## src/rtl/approx_mult_pipe.sv

```systemverilog
`default_nettype none
// approx_mult_pipe: pipelined unsigned WIDTH x WIDTH multiplier where the lowest K columns
// are OR-compressed instead of summed. Revision 1.0.

module approx_mult_pipe #(
   parameter int WIDTH       = 6,
   parameter int APPROX_COLS = 4,
   parameter int STAGES      = 3,
   parameter int KSEL_W      = 4
) (
   input  logic                 clk,
   input  logic                 rst_n,
   input  logic                 in_valid,
   output logic                 in_ready,
   input  logic [WIDTH-1:0]     a,
   input  logic [WIDTH-1:0]     b,
   input  logic [KSEL_W-1:0]    k_sel,
   output logic                 out_valid,
   input  logic                 out_ready,
   output logic [2*WIDTH-1:0]   prod,
   output logic [KSEL_W-1:0]    out_k,
   output logic [15:0]          ops_cnt
);

   localparam int                PW     = 2*WIDTH;
   localparam logic [KSEL_W-1:0] C_MAXK = KSEL_W'(APPROX_COLS);

   logic [KSEL_W-1:0] k_d;
   logic [PW-1:0]     prod_d;
   logic [PW-1:0]     lo_or;
   logic              en;

   logic [PW-1:0]     prod_q [STAGES];
   logic [KSEL_W-1:0] k_q    [STAGES];
   logic              vld_q  [STAGES];
   logic [15:0]       ops_cnt_q;

   assign k_d = (k_sel > C_MAXK) ? C_MAXK : k_sel;

   // High columns are a multiple of 2^K, so merging the OR bits is a plain OR.
   always_comb begin
      prod_d = '0;
      lo_or  = '0;
      for (int i = 0; i < WIDTH; i++) begin
         for (int j = 0; j < WIDTH; j++) begin
            if ((i + j) >= int'(k_d)) begin
               prod_d = prod_d + (PW'(a[i] & b[j]) << (i + j));
            end else begin
               lo_or[i+j] = lo_or[i+j] | (a[i] & b[j]);
            end
         end
      end
      prod_d = prod_d | lo_or;
   end

   assign en       = !vld_q[STAGES-1] || out_ready;
   assign in_ready = en;

   // Whole pipe advances or holds as one; bubbles are deliberately not squeezed.
   always_ff @(posedge clk or negedge rst_n) begin
      if (!rst_n) begin
         for (int s = 0; s < STAGES; s++) begin
            prod_q[s] <= '0;
            k_q[s]    <= '0;
            vld_q[s]  <= 1'b0;
         end
      end else if (en) begin
         prod_q[0] <= prod_d;
         k_q[0]    <= k_d;
         vld_q[0]  <= in_valid;
         for (int s = 1; s < STAGES; s++) begin
            prod_q[s] <= prod_q[s-1];
            k_q[s]    <= k_q[s-1];
            vld_q[s]  <= vld_q[s-1];
         end
      end
   end

   always_ff @(posedge clk or negedge rst_n) begin
      if (!rst_n) begin
         ops_cnt_q <= '0;
      end else if (vld_q[STAGES-1] && out_ready) begin
         ops_cnt_q <= ops_cnt_q + 16'd1;
      end
   end

   assign out_valid = vld_q[STAGES-1];
   assign prod      = prod_q[STAGES-1];
   assign out_k     = k_q[STAGES-1];
   assign ops_cnt   = ops_cnt_q;

endmodule

`default_nettype wire
```

## config.mk

```make
export PLATFORM = sky130hd
export DESIGN_NAME = approx_mult_pipe
export DESIGN_NICKNAME = d
export VERILOG_FILES = /design/src/rtl/approx_mult_pipe.sv
export SDC_FILE = /design/constraint.sdc
export NUM_CORES = 1
export LEC_CHECK = 0
export CELL_PAD_IN_SITES_DETAIL_PLACEMENT = 1
export CELL_PAD_IN_SITES_GLOBAL_PLACEMENT = 1
export CORE_MARGIN = 5
export CORE_UTILIZATION = 35
export DETAILED_ROUTE_END_ITERATION = 8
export DONT_BUFFER_PORTS = 1
export PLACE_DENSITY_LB_ADDON = 0.1
export SLEW_MARGIN = 0
export SYNTH_ARGS = -nofsm -noshare
export SYNTH_HDL_FRONTEND = slang
export SYNTH_SLANG_ARGS = --single-unit
```

## constraint.sdc

```tcl
create_clock -name clk -period 2 [get_ports clk]
set_clock_uncertainty 0.1 [all_clocks]
set_input_delay 0.3 -clock clk [delete_from_list [all_inputs] [get_ports clk]]
set_output_delay 0.3 -clock clk [all_outputs]
set_load 0.02 [all_outputs]
```

==> impl_metrics.py, run 1 <==
metrics = {
    "drt": {
        "drt-initial-drc-count": 117,
        "wl_mm": 20.16,
        "drt_pass1_iterations": 4,
        "drc": 0,
        "ant_nets": 0,
        "via_count": 5918,
        "viasPerCell": 5.111,
        "detail_route.wl_per_cell_um": 17.41,
    },
    "die": {
        "die_area_um2": 21180,
        "core_area_um2": 18020,
        "initial_utilization": 0.3567,
        "die_y_um": 145.5,
        "die_w_um": 145.5,
        "io_pins": 54,
        "rows": 49,
    },
    "setup_path": {
        "cpPeakStageDelay_ns": 0.39,
        "cp.required_ns": 2.10,
        "worstPathArrival_ns": 11.52,
        "rr_startpoint": "ops_cnt[3]",
        "crit_top_cell": "ha_4",
        "critPathSlowestCell": "xnor3_1",
        "crit_start": "k_sel[0]",
        "path_max_fanout": 5,
        "endpoint_kind": "flip-flop",
        "path_class": "in -> reg",
        "crit_end": "prod_q[35]",
        "r2r-end": "ops_cnt[15]",
        "r2r_cells": 6,
        "critPathLaunchType": "input pin",
        "rrSetupSlack_ns": 0.19,
    },
    "grt": {
        "antenna_found_initial": 0,
        "grt.met1_usage": 0.2169,
        "grt_pass1_wl_mm": 33.13,
        "grt_overflow_total": 0,
        "top_usage_layer": "met2",
        "grt_max_degree": 68,
        "gr-usage-met2": 0.3582,
        "grt_pass1_vias": 6546,
        "grt_usage": 0.1866,
        "grt_use_met3": 0.02616,
    },
    "placement": {
        "pre_cts_ws_ns": -10.42,
        "hpwl_mm": 14.32,
        "dp.cells": 1084,
        "portBuffers": 0,
        "gp_congestion": 0.8169,
    },
    "cells_and_area": {
        "area_growth_pct": 47.81,
        "layout_commonest_cell": "buf_4",
        "layout.nets": 1007,
        "n_antenna_cell": 0,
        "most-common-layout-cells": "buf_4, nand2_1, dfrtp_1",
        "drive_gt1_frac": 0.4220,
        "nFillCells": 2041,
        "multiInputGateArea_um2": 5557,
        "register_area_um2": 1677,
        "final_cells": 1158,
    },
    "sta": {
        "hold_viol": 0,
        "fin_setup_tns_ns": -51.26,
        "setup_ws_ns": -9.424,
        "relSlewSlack": 0.6632,
        "rsz0062_at_grt": "yes",
        "timing.final.crit_share": 5.712,
        "drv_slew": 0,
        "report.final.setup_viol": 10,
        "period_needed_ns": 11.42,
        "max_freq_mhz": 87.54,
        "hold_slack_ns": 0.01554,
        "max_slew.worst_pin.slew_ns": 0.5045,
    },
    "flow_run": {
        "maxCapViolCount": 0,
    },
    "hold_path": {
        "hold_path.class": "in -> reg",
    },
    "clock_tree": {
        "cts_tree": "done",
        "cts_max_level": 3,
        "cts_buffers": 9,
        "clk_latency_ns": 0.32,
        "clk_pin_slew_ns": 0.05,
        "clk_path_buf_depth": 2,
        "cts.sinks": 67,
        "cts-root-buf": "clkbuf_16",
    },
    "yosys": {
        "syn-num-nets": 852,
        "syn_avg_cell_area_um2": 8.351,
        "ys_warn_count": 0,
        "synth-edff-count": 0,
        "synthArstFlopShare": 1.000,
        "synth_cell_types": 86,
        "yosysSeqAreaShare": 0.2608,
        "syn_inst": 770,
        "synth_seq_cells": 67,
        "synthesis.area_um2": 6430,
        "synthFlopType": "dfrtp_1",
    },
    "power": {
        "irDropWorstVdd_mv": 0.9854,
        "total_leakage_power_nw": 4.215,
        "p_per_area_nw_per_um2": 874.1,
        "power_mw": 8.308,
    },
    "outcome": {
        "status": "complete, but fails checks",
        "violations": "setup timing",
    },
}
==> worst min-delay path by stage <==
| stage | startpoint | endpoint | slack [ns] | cells past startpoint |
|---|---|---|---|---|
| floorplan | rst_n | k_q[10] | -0.1 | 0 |
| global placement | rst_n | out_k[0] | -0.09 | 0 |
| detailed placement | rst_n | out_k[1] | -0.09 | 0 |
| CTS | k_sel[1] | k_q[9] | 0.001 | 1 |
| global route | k_sel[1] | k_q[9] | 0.007 | 1 |
| finish | k_sel[1] | k_q[9] | 0.02 | 1 |
==> worst max-delay path: cells and delay by family <==
| kind | cells | cell delay [ns] |
|---|---|---|
| xor gates and xnor gates | 21 | 3.96 |
| AOI/OAI and AO/OA | 5 | 0.82 |
| and+or+nand+nor | 12 | 1.79 |
| buffers and inverters | 2 | 0.20 |
| adders and majority gates | 19 | 4.41 |
==> metrics by stage <==
| step | utilization | cell area (um^2) |
|---|---|---|
| floorplan | - | 6818 |
| global placement | 0.4388 | 7909 |
| detailed placement | 0.4388 | 7909 |
| CTS | 0.5101 | 9194 |
| global route | 0.5273 | 9504 |
| finish | 0.5273 | 9504 |
==> power by group <==
group	switching (mW)	internal, mW	total (mW)
sequential	0.496	1.80	2.29
clock	0.528	1.11	1.64
combinational	2.07	2.31	4.38
total	3.09	5.22	8.31
==> layer usage <==
| metal | share of wire | routed length (um) |
|---|---|---|
| met1 | 0.42 | 8465 |
| met2 | 0.54 | 10810 |
| met3 | 0.027 | 540 |
| met4 | 0.017 | 345 |
| met5 | 0 | 0 |
==> sequential cells by signal (all words and copies together), names as in the netlist <==
| signal | count |
|---|---|
| out_k | 4 |
| k_q | 8 |
| prod | 12 |
| vld_q | 2 |
| prod_q | 24 |
| ops_cnt | 16 |
| out_valid | 1 |
==> Yosys cell counts, types with 3 or more instances <==
cell type | number | area, um^2
nor4_2 | 3 | 37.54
a22o_1 | 3 | 26.28
xnor2_1 | 49 | 429.2
nor2_1 | 27 | 101.4
a22oi_1 | 3 | 22.52
nand3b_1 | 4 | 30.03
nand4_1 | 12 | 75.07
nor3_1 | 14 | 70.07
xnor2_2 | 4 | 65.06
and2_1 | 39 | 244.0
inv_1 | 9 | 33.78
ha_1 | 62 | 775.7
and3_1 | 9 | 56.30
o21a_1 | 4 | 30.03
a31oi_1 | 3 | 18.77
nor4_1 | 5 | 31.28
mux2i_4 | 3 | 67.56
a21o_1 | 5 | 37.54
and4_1 | 3 | 26.28
nand2_1 | 189 | 709.4
mux2i_1 | 3 | 30.03
o21ai_1 | 3 | 15.01
nand2b_1 | 11 | 68.82
nor2b_1 | 7 | 43.79
o211ai_1 | 3 | 22.52
xor2_1 | 23 | 201.4
a21oi_1 | 20 | 100.1
or3_1 | 4 | 25.02
mux2_2 | 4 | 45.04
nand3_1 | 27 | 135.1
dfrtp_1 | 67 | 1677
o21ai_0 | 18 | 90.09
buf_4 | 18 | 135.1
clkbuf_1 | 43 | 161.4
xnor3_1 | 4 | 90.09
or2_2 | 3 | 18.77
==> what timing repair did <==
item,CTS,global route
hold endpoints to repair,69,0
setup endpoints to repair,10,10
cloned,0,0
gates resized for setup,84,38
hold buffers,4,0
pin swaps,83,40
buffers inserted,44,13
==> cells by family (layout without fill, tap and decap cells) <==
family | count (synthesis) | in the layout | share of synthesized area
XOR/XNOR | 84 | 84 | 0.1378
buffers and inverters | 74 | 233 | 0.05526
multiplexers | 12 | 12 | 0.02607
flip-flops | 67 | 67 | 0.2608
AO/OA/AOI/OAI | 93 | 93 | 0.1064
AND/OR/NAND/NOR | 376 | 376 | 0.2899
adder cells (fa/ha/maj) | 64 | 64 | 0.1238
==> final cells by class <==
cell class / instances / area share
Clock inverter: 5 / 0.008162
Clock buffer: 10 / 0.02514
Multi-Input combinational cell: 629 / 0.5846
Sequential cell: 67 / 0.1764
Timing Repair Buffer: 208 / 0.1715
Inverter: 10 / 0.003949
Tap cell: 229 / 0.03015
Note: power is estimated with default switching activity, not from simulation.
==> run 2, diff against run 1 <==
--- a/config.mk
+++ b/config.mk
@@ -14,2 +14,3 @@
 export PLACE_DENSITY_LB_ADDON = 0.1
+export RECOVER_POWER = 100
 export SLEW_MARGIN = 0
--- a/constraint.sdc
+++ b/constraint.sdc
@@ -4,2 +4,2 @@
 set_output_delay 0.3 -clock clk [all_outputs]
-set_load 0.02 [all_outputs]
+set_load 0.05 [all_outputs]
==> run 2 against run 1 <==
Net effect: the run still ends with setup timing left; largest power group unchanged; sequential power up 11%; global-route usage down 0.054 points; hold slack better by 0.0043 ns; critical endpoint unchanged; total power up 4.5%; critical path type unchanged; die area unchanged; register-to-register slack worse by 0.14 ns.
==> impl_metrics.py, run 2 (synthesis gave the netlist of run 1 again) <==
metrics = {
    "hold_path": {
        "worstHoldStart": "k_sel[1]",
        "whs_endpoint": "k_q[9]",
        "hold_path.class": "in -> reg",
        "holdPathStages": 1,
    },
    "clock_tree": {
        "clk_latency_ns": 0.33,
        "cts-root-buf": "clkbuf_16",
        "cts_buffers": 9,
        "cts_tree": "done",
        "clk_path_buf_depth": 2,
        "clk_pin_slew_ns": 0.05,
        "cts.sinks": 67,
        "cts_max_level": 3,
    },
    "cells_and_area": {
        "n_antenna_cell": 0,
        "fin_util": 0.5275,
        "final_cells": 1156,
        "most-common-layout-cells": "buf_4, nand2_1, dfrtp_1",
        "largest_reg_flops": 24,
        "area_growth_pct": 47.87,
        "layout_commonest_cell": "buf_4",
        "layout.nets": 1004,
        "largest_register": "prod_q",
        "drive_gt1_frac": 0.4132,
    },
    "placement": {
        "gp_congestion": 0.8214,
        "dp.cells": 1093,
        "portBuffers": 0,
        "hpwl_mm": 14.55,
        "pre_cts_ws_ns": -10.28,
    },
    "setup_path": {
        "cpPeakStageDelay_ns": 0.40,
        "rr_startpoint": "out_valid",
        "path_max_fanout": 12,
        "crit_top_cell": "ha_4",
        "r2r_cells": 5,
        "rrSetupSlack_ns": 0.05,
        "path_class": "in -> reg",
        "endpoint_kind": "flip-flop",
        "critPathLaunchType": "input pin",
        "cp.required_ns": 2.11,
        "critPathSlowestCell": "or3b_4",
        "worstPathArrival_ns": 11.40,
        "r2r-end": "prod_q[24]",
    },
    "sta": {
        "rsz0062_at_grt": "yes",
        "setup_ws_ns": -9.294,
        "hold_slack_ns": 0.01985,
        "max_freq_mhz": 88.54,
        "max_slew.worst_pin.slew_ns": 0.8974,
        "timing.final.crit_share": 5.647,
        "relSlewSlack": 0.4017,
        "report.final.setup_viol": 9,
        "drv_slew": 0,
        "period_needed_ns": 11.29,
        "hold_viol": 0,
    },
    "grt": {
        "grt_max_degree": 68,
        "grt_pass1_vias": 6420,
        "grt_overflow_total": 0,
        "grt_usage": 0.1860,
        "antenna_found_initial": 0,
        "grt_pass1_wl_mm": 33.02,
    },
    "power": {
        "total_leakage_power_nw": 4.072,
        "irDropWorstVdd_mv": 0.9822,
        "power_mw": 8.683,
        "p_per_area_nw_per_um2": 913.2,
    },
    "drt": {
        "via_count": 5966,
        "drc": 0,
        "drt_pass1_iterations": 4,
        "drt-initial-drc-count": 167,
        "ant_nets": 0,
        "wl_mm": 20.47,
        "viasPerCell": 5.161,
        "detail_route.wl_per_cell_um": 17.71,
    },
    "die": {
        "die_w_um": 145.5,
        "core_area_um2": 18020,
        "rows": 49,
        "die_area_um2": 21180,
        "initial_utilization": 0.3567,
        "io_pins": 54,
        "die_y_um": 145.5,
    },
    "flow_run": {
        "maxCapViolCount": 0,
    },
    "outcome": {
        "status": "complete, but fails checks",
        "violations": "setup timing",
    },
}
==> run 2: changes by cell type in the layout (fill, tap and decap cells not counted), sizes merged <==
cell / delta
clkbuf: +22
buf: -21
bufinv: -2
clkinvlp: -1
==> run 2: per-stage QoR <==
| step | cell area, um^2 | TNS [ns] |
|---|---|---|
| final | 9508 | -50.27 |
| after global routing | 9508 | -54.55 |
| after CTS | 9226 | -50.38 |
| after detailed placement | 7968 | -58.30 |
| after global placement | 7968 | -56.65 |
| after floorplan | 6822 | -57.71 |
==> run 2: where the power goes <==
part / total [mW] / leakage [nW] / internal, mW / switching, mW
logic: 4.71 / 3.09 / 2.34 / 2.37
clock network: 1.43 / 0.137 / 0.902 / 0.525
registers: 2.54 / 0.848 / 1.79 / 0.747
total: 8.68 / 4.07 / 5.04 / 3.64
==> run 2: cell type report <==
cell class              instances  area, um^2
clock inverters                 2       10.01
clock buffers                  14       264.0
multi-input cells             629        5689
repair buffers                205        1538
inverters                      10       40.04
flip-flops and latches         67        1680
well taps                     229       286.5
fillers                      2040        8517
==> run 2: worst max-delay path: cells and delay by family <==
family / cells / cell delay, ns
adders and majority gates: 19 / 4.13
AOI/OAI and AO/OA: 6 / 0.75
and+or+nand+nor: 15 / 2.34
buffers and inverters: 1 / 0.15
xor gates and xnor gates: 20 / 3.70
==> run 2: how the worst max path moves through the flow <==
stage / startpoint / to / slack (ns) / cells past startpoint
finish: k_sel[1] / prod_q[35] / -9.29 / 61
global route: k_sel[1] / prod_q[35] / -9.79 / 63
CTS: k_sel[1] / prod_q[35] / -9.24 / 59
detailed placement: k_sel[3] / prod_q[35] / -10.28 / 61
global placement: k_sel[3] / prod_q[35] / -9.89 / 61
floorplan: k_sel[1] / prod_q[35] / -10.07 / 69
==> run 2: metal layers <==
layer,up-vias,GRT usage,part of all wire
met5,-,0,0
met4,0,0.04198,0.019
met3,22,0.02211,0.018
met2,69,0.3559,0.54
met1,2958,0.2210,0.43
li1,2917,-,-
==> run 2: what timing repair did <==
action / in CTS / in global routing
resized for setup: 92 / 49
setup endpoints to repair: 10 / 10
hold buffers: 3 / 1
buffers inserted: 34 / 10
pin swaps: 99 / 68
endpoints found under the hold margin: 68 / 1
==> run 3, diff against run 2 <==
- CORE_ASPECT_RATIO: default -> 0.6
- CTS_BUF_LIST: default -> sky130_fd_sc_hd__clkbuf_4
==> run 3 against run 2 <==
Net effect: the flow still finishes with violations (setup timing); global-route usage grew 2.6 points; via count increased by 3.4%; clock-buffer cell count down 5; cell area increased by 0.88%; register-to-register slack got worse by 0.11 ns; setup slack got worse by 0.16 ns; hold slack better by 0.12 ns; first-iteration DRC count up 41%; cell count rose by 3.2%; routed wire length is 10% higher; largest cell class unchanged.
==> impl_metrics.py, run 3 (synthesis gave the netlist of run 1 again) <==
metrics = {
    "clock_tree": {
        "clk_latency_ns": 0.41,
        "clk_path_buf_depth": 2,
        "cts_buffers": 9,
        "cts_max_level": 3,
        "clk_pin_slew_ns": 0.12,
        "cts.sinks": 67,
        "cts-root-buf": "clkbuf_4",
        "cts_tree": "done",
    },
    "die": {
        "core_area_um2": 18070,
        "io_pins": 54,
        "initial_utilization": 0.3559,
        "die_w_um": 185.0,
        "die_area_um2": 21270,
        "die_y_um": 115.0,
        "rows": 38,
    },
    "cells_and_area": {
        "register_area_um2": 1680,
        "largest_reg_flops": 24,
        "largest_register": "prod_q",
        "nFillCells": 2076,
        "drive_gt1_frac": 0.4311,
        "most-common-layout-cells": "buf_4, nand2_1, dfrtp_1",
        "area_growth_pct": 49.17,
        "layout.nets": 1028,
        "layout_commonest_cell": "buf_4",
        "final_area_um2": 9592,
        "multiInputGateArea_um2": 5697,
    },
    "drt": {
        "wl_mm": 22.58,
        "via_count": 6169,
        "viasPerCell": 5.171,
        "drc": 0,
        "detail_route.wl_per_cell_um": 18.92,
        "drt-initial-drc-count": 236,
        "drt_pass1_iterations": 4,
        "ant_nets": 0,
    },
    "placement": {
        "hpwl_mm": 15.86,
        "gp_congestion": 0.8398,
        "portBuffers": 0,
        "dpl_cell_area_um2": 8034,
    },
    "sta": {
        "relSlewSlack": 0.3783,
        "period_needed_ns": 11.45,
        "max_freq_mhz": 87.34,
        "report.final.setup_viol": 11,
        "setup_ws_ns": -9.450,
        "rsz0062_at_grt": "yes",
        "max_slew.worst_pin.slew_ns": 0.9326,
        "hold_viol": 0,
        "timing.final.crit_share": 5.725,
        "hold_slack_ns": 0.1376,
        "drv_slew": 0,
    },
    "power": {
        "p_int_mw": 4.502,
        "power_frac_clock": 0.110,
        "p_switching_mw": 3.667,
        "p_seq_frac": 0.309,
        "irDropWorstVdd_mv": 0.6592,
        "switching_share": 0.4489,
        "comb_power_share": 0.581,
        "p_per_area_nw_per_um2": 851.7,
        "total_leakage_power_nw": 4.153,
    },
    "setup_path": {
        "endpoint_kind": "flip-flop",
        "critPathLaunchType": "input pin",
        "critPathSlowestCell": "or3b_4",
        "worstPathArrival_ns": 11.65,
        "cpPeakStageDelay_ns": 0.42,
        "crit_top_cell": "ha_4",
        "rrSetupSlack_ns": -0.06,
        "cp.required_ns": 2.20,
        "path_class": "in -> reg",
        "path_max_fanout": 12,
    },
    "grt": {
        "grt_pass1_wl_mm": 36.02,
        "antenna_found_initial": 2,
        "grt_max_degree": 68,
        "grt_usage": 0.2116,
        "grt_overflow_total": 0,
        "grt_pass1_vias": 6829,
    },
    "outcome": {
        "status": "complete, but fails checks",
        "violations": "setup timing",
    },
    "hold_path": {
        "hold_path.class": "in -> reg",
    },
    "flow_run": {
        "maxCapViolCount": 0,
    },
}
==> run 3: layout make-up <==
type | count | area share
multi-input combinational | 629 | 0.5939
sequential | 67 | 0.1752
antenna | 2 | 0.0005218
inverter | 10 | 0.003913
clock inverter | 7 | 0.007175
tap | 240 | 0.03131
timing repair buffer | 229 | 0.1809
clock buffer | 9 | 0.007044
==> run 3: metrics by stage <==
step                setup WS, ns  power, mW  TNS, ns  cells    util
detailed placement        -10.80      5.869   -60.89   1111  0.4447
finish                    -9.450      8.169   -50.60   1193  0.5309
CTS                       -9.416      7.986   -50.65   1179  0.5186
global placement          -10.18      5.716   -58.18   1111  0.4447
global route              -9.916      8.729   -54.13   1192  0.5307
floorplan                 -10.07      5.055   -57.71    770       -
==> run 3: final timing paths <==
kind,startpoint,to,depth (start not counted)
min reg2reg,prod_q[30],prod_q[30],2
max,k_sel[1],prod_q[35],60
max reg2reg,out_valid,out_valid,4
max in group asynchronous,rst_n,ops_cnt[3],2
min in group asynchronous,rst_n,k_q[5],2
min,a[0],prod_q[25],4
==> run 3: critical path: cells and delay by family <==
| kind | cells | cell delay [ns] |
|---|---|---|
| fa+ha+maj | 19 | 4.42 |
| simple gates | 15 | 2.34 |
| buf+inv | 1 | 0.10 |
| xor+xnor | 21 | 3.90 |
| compound gates | 4 | 0.54 |
==> run 3: power by group through the flow <==
stage / clock (mW) / combinational, mW / sequential, mW
final: 0.895 / 4.75 / 2.53
after detailed placement: 0 / 3.31 / 2.56
after global routing: 0.989 / 5.16 / 2.58
after global placement: 0 / 3.17 / 2.54
after floorplan: 0 / 2.79 / 2.26
after CTS: 0.930 / 4.52 / 2.54
==> run 3: timing repair <==
| item | CTS | global route |
|---|---|---|
| setup buffers | 44 | 12 |
| hold buffers | 8 | 0 |
| resized for setup | 106 | 32 |
| endpoints found under the setup margin | 9 | 10 |
| pin swaps | 97 | 54 |
| endpoints found under the hold margin | 73 | 0 |
==> run 3: per-layer routing <==
metal	vias up	routed length [um]	GRT usage
met4	0	300	0.04154
met3	28	812	0.04331
met2	85	10960	0.3600
met5	-	0	0
met1	3099	10500	0.2827
li1	2957	-	-
==> RTL change, RTL diff (settings of run 2) <==
Set the parameter `KSEL_W` to 6 (it was 4).
--- a/src/rtl/approx_mult_pipe.sv
+++ b/src/rtl/approx_mult_pipe.sv
@@ -7,5 +7,5 @@
    parameter int APPROX_COLS = 4,
    parameter int STAGES      = 3,
-   parameter int KSEL_W      = 4
+   parameter int KSEL_W      = 6
 ) (
    input  logic                 clk,
Interface: changed (resized k_sel and out_k); port bits go from 54 to 58. No check against the original RTL was run, so the function may have changed too.
==> RTL change against run 2 <==
- the flow finishes with violations (hold timing, setup timing)
- maximum frequency fell by 10%
- worst setup slack got worse by 1300 ps
- sequential power rose by 4%
- design area rose by 9.9%
- sequential cell count rose by 6
- area after synthesis rose by 9.5%
- power rose by 2.9%
- first-iteration DRC count rose by 22%
- sequential share of layout area fell by 0.19 points
- wire length rose by 18%
==> RTL change: results (changes against run 2) <==
metric,value,unit,change
status,"finished, violations left",,
failing checks,"hold timing, setup timing",,
Setup Viol. Count Final,11,,+2
placed cell areas,0.008882,mm^2,+11%
total power,8.931,mW,+2.9%
worst hold slack,-439.2,ps,-459.1 ps
post-synthesis adder-cell area fraction,0.1116,,-0.01213
Worst VDD drop,0.4454,mV,-55%
Cell variety after synth,79,,-8.1%
post-synthesis cell count,882,,+15%
Worst EP arrival,12700,ps,+1300 ps
FF-to-FF End,prod[6],,
final worst setup slack,-10600,ps,-1305 ps
reg2reg setup slack,130,ps,+80 ps
ranking of synthesized cells by area,"dfrtp_1 26%, nand2_1 11%, ha_1 11%, xnor2_1 6.7%, and2_1 3.9%",,
"top cells by count, synth","209 x nand2_1, 73 x dfrtp_1, 62 x ha_1",,
Post-DP HPWL,17020,um,+17%
Fillers,2308,,+13%
Signal buf overhead,0.1868,,+0.02503
via count,7101,,+19%
multi-input gate count,725,,+15%
overall routing resource usage,0.1984,,+0.01239
post-synthesis mux area share,0.02115,,-0.004923
Tightest Pin Transition,757.0,ps,-140.4 ps
vias per cell,5.241,,+1.5%
Synth Area in Compound Gates,0.1365,,+0.03007
crit path from,k_sel[2],,
Mapped Nets,966,,+13%
setup bufs post-CTS,41,,+21%
Flop pwr share,0.295,,+0.002
multi-input gate share of total cell area,0.5699,,-0.02851
share of cells above drive strength 1,0.3881,,-0.02509
Internal,5.276,mW,+4.7%
pin count of the biggest net entering global routing,74,,+8.8%
#FFs+latches synth,73,,+9.0%
crit-path leading delay family,XOR/XNOR gates,,
total of clock buffers placed in the layout,12,,-2
final core occ,0.5318,,+0.004278
Critical-path top delay cell,or4_4,,
sequential share of cell area,0.1748,,-0.001947
leakage power,4.602,nW,+13%
sequential element share of the synthesized area,0.2595,,-0.001242
NumNets Final,1169,,+16%
synthesized-area fraction occupied by xor and xnor cells,0.1241,,-0.01370
Final clock-cell share,0.03161,,+0.002786
worst-path fanout max,3,,-9
final hold violation count,73,,+73
# rows,51,,+4.1%
Worst path max stage delay,540,ps,+140 ps
DP Cell Count,1282,,+17%
hold crit path type,input port to asynchronous set/reset pin,,
Non-clock inverters,12,,+2
non-clock buffer count,264,,+29%
vias in the first global route,7894,,+23%
Final Routed Wirelength,24170,um,+18%
initial antenna violation count,0,,unchanged
DRT iter0 DRCs,204,,+22%
first-pass GRT wire length,39170,um,+19%
GP Congestion,0.8446,,+2.8%
number of cells upsized or downsized after cts,52,,-43%
==> RTL change: cell types whose count changed in the layout (fill, tap and decap cells not counted), sizes merged, moves of 7 or more <==
| cell | change |
|---|---|
| a21oi | +7 |
| nor2 | +14 |
| xor2 | +7 |
| nand3 | +12 |
| nand2 | +20 |
| buf | +62 |
| o21ai | +11 |
==> RTL change: metrics by stage <==
stage | worst slack [ps] | hold WS (ps)
floorplan | -11350 | -95.59
global placement | -10600 | -93.10
detailed placement | -11080 | -93.11
CTS | -10370 | -451.1
global route | -11210 | -452.4
finish | -10600 | -439.2
==> RTL change: layer usage <==
layer / GRT usage / vias to the layer above / wire length (um)
met3: 0.02471 / 38 / 684
met5: 0 / - / 0
met2: 0.3760 / 106 / 12950
li1: - / 3430 / -
met4: 0.06122 / 0 / 535
met1: 0.2317 / 3527 / 9998
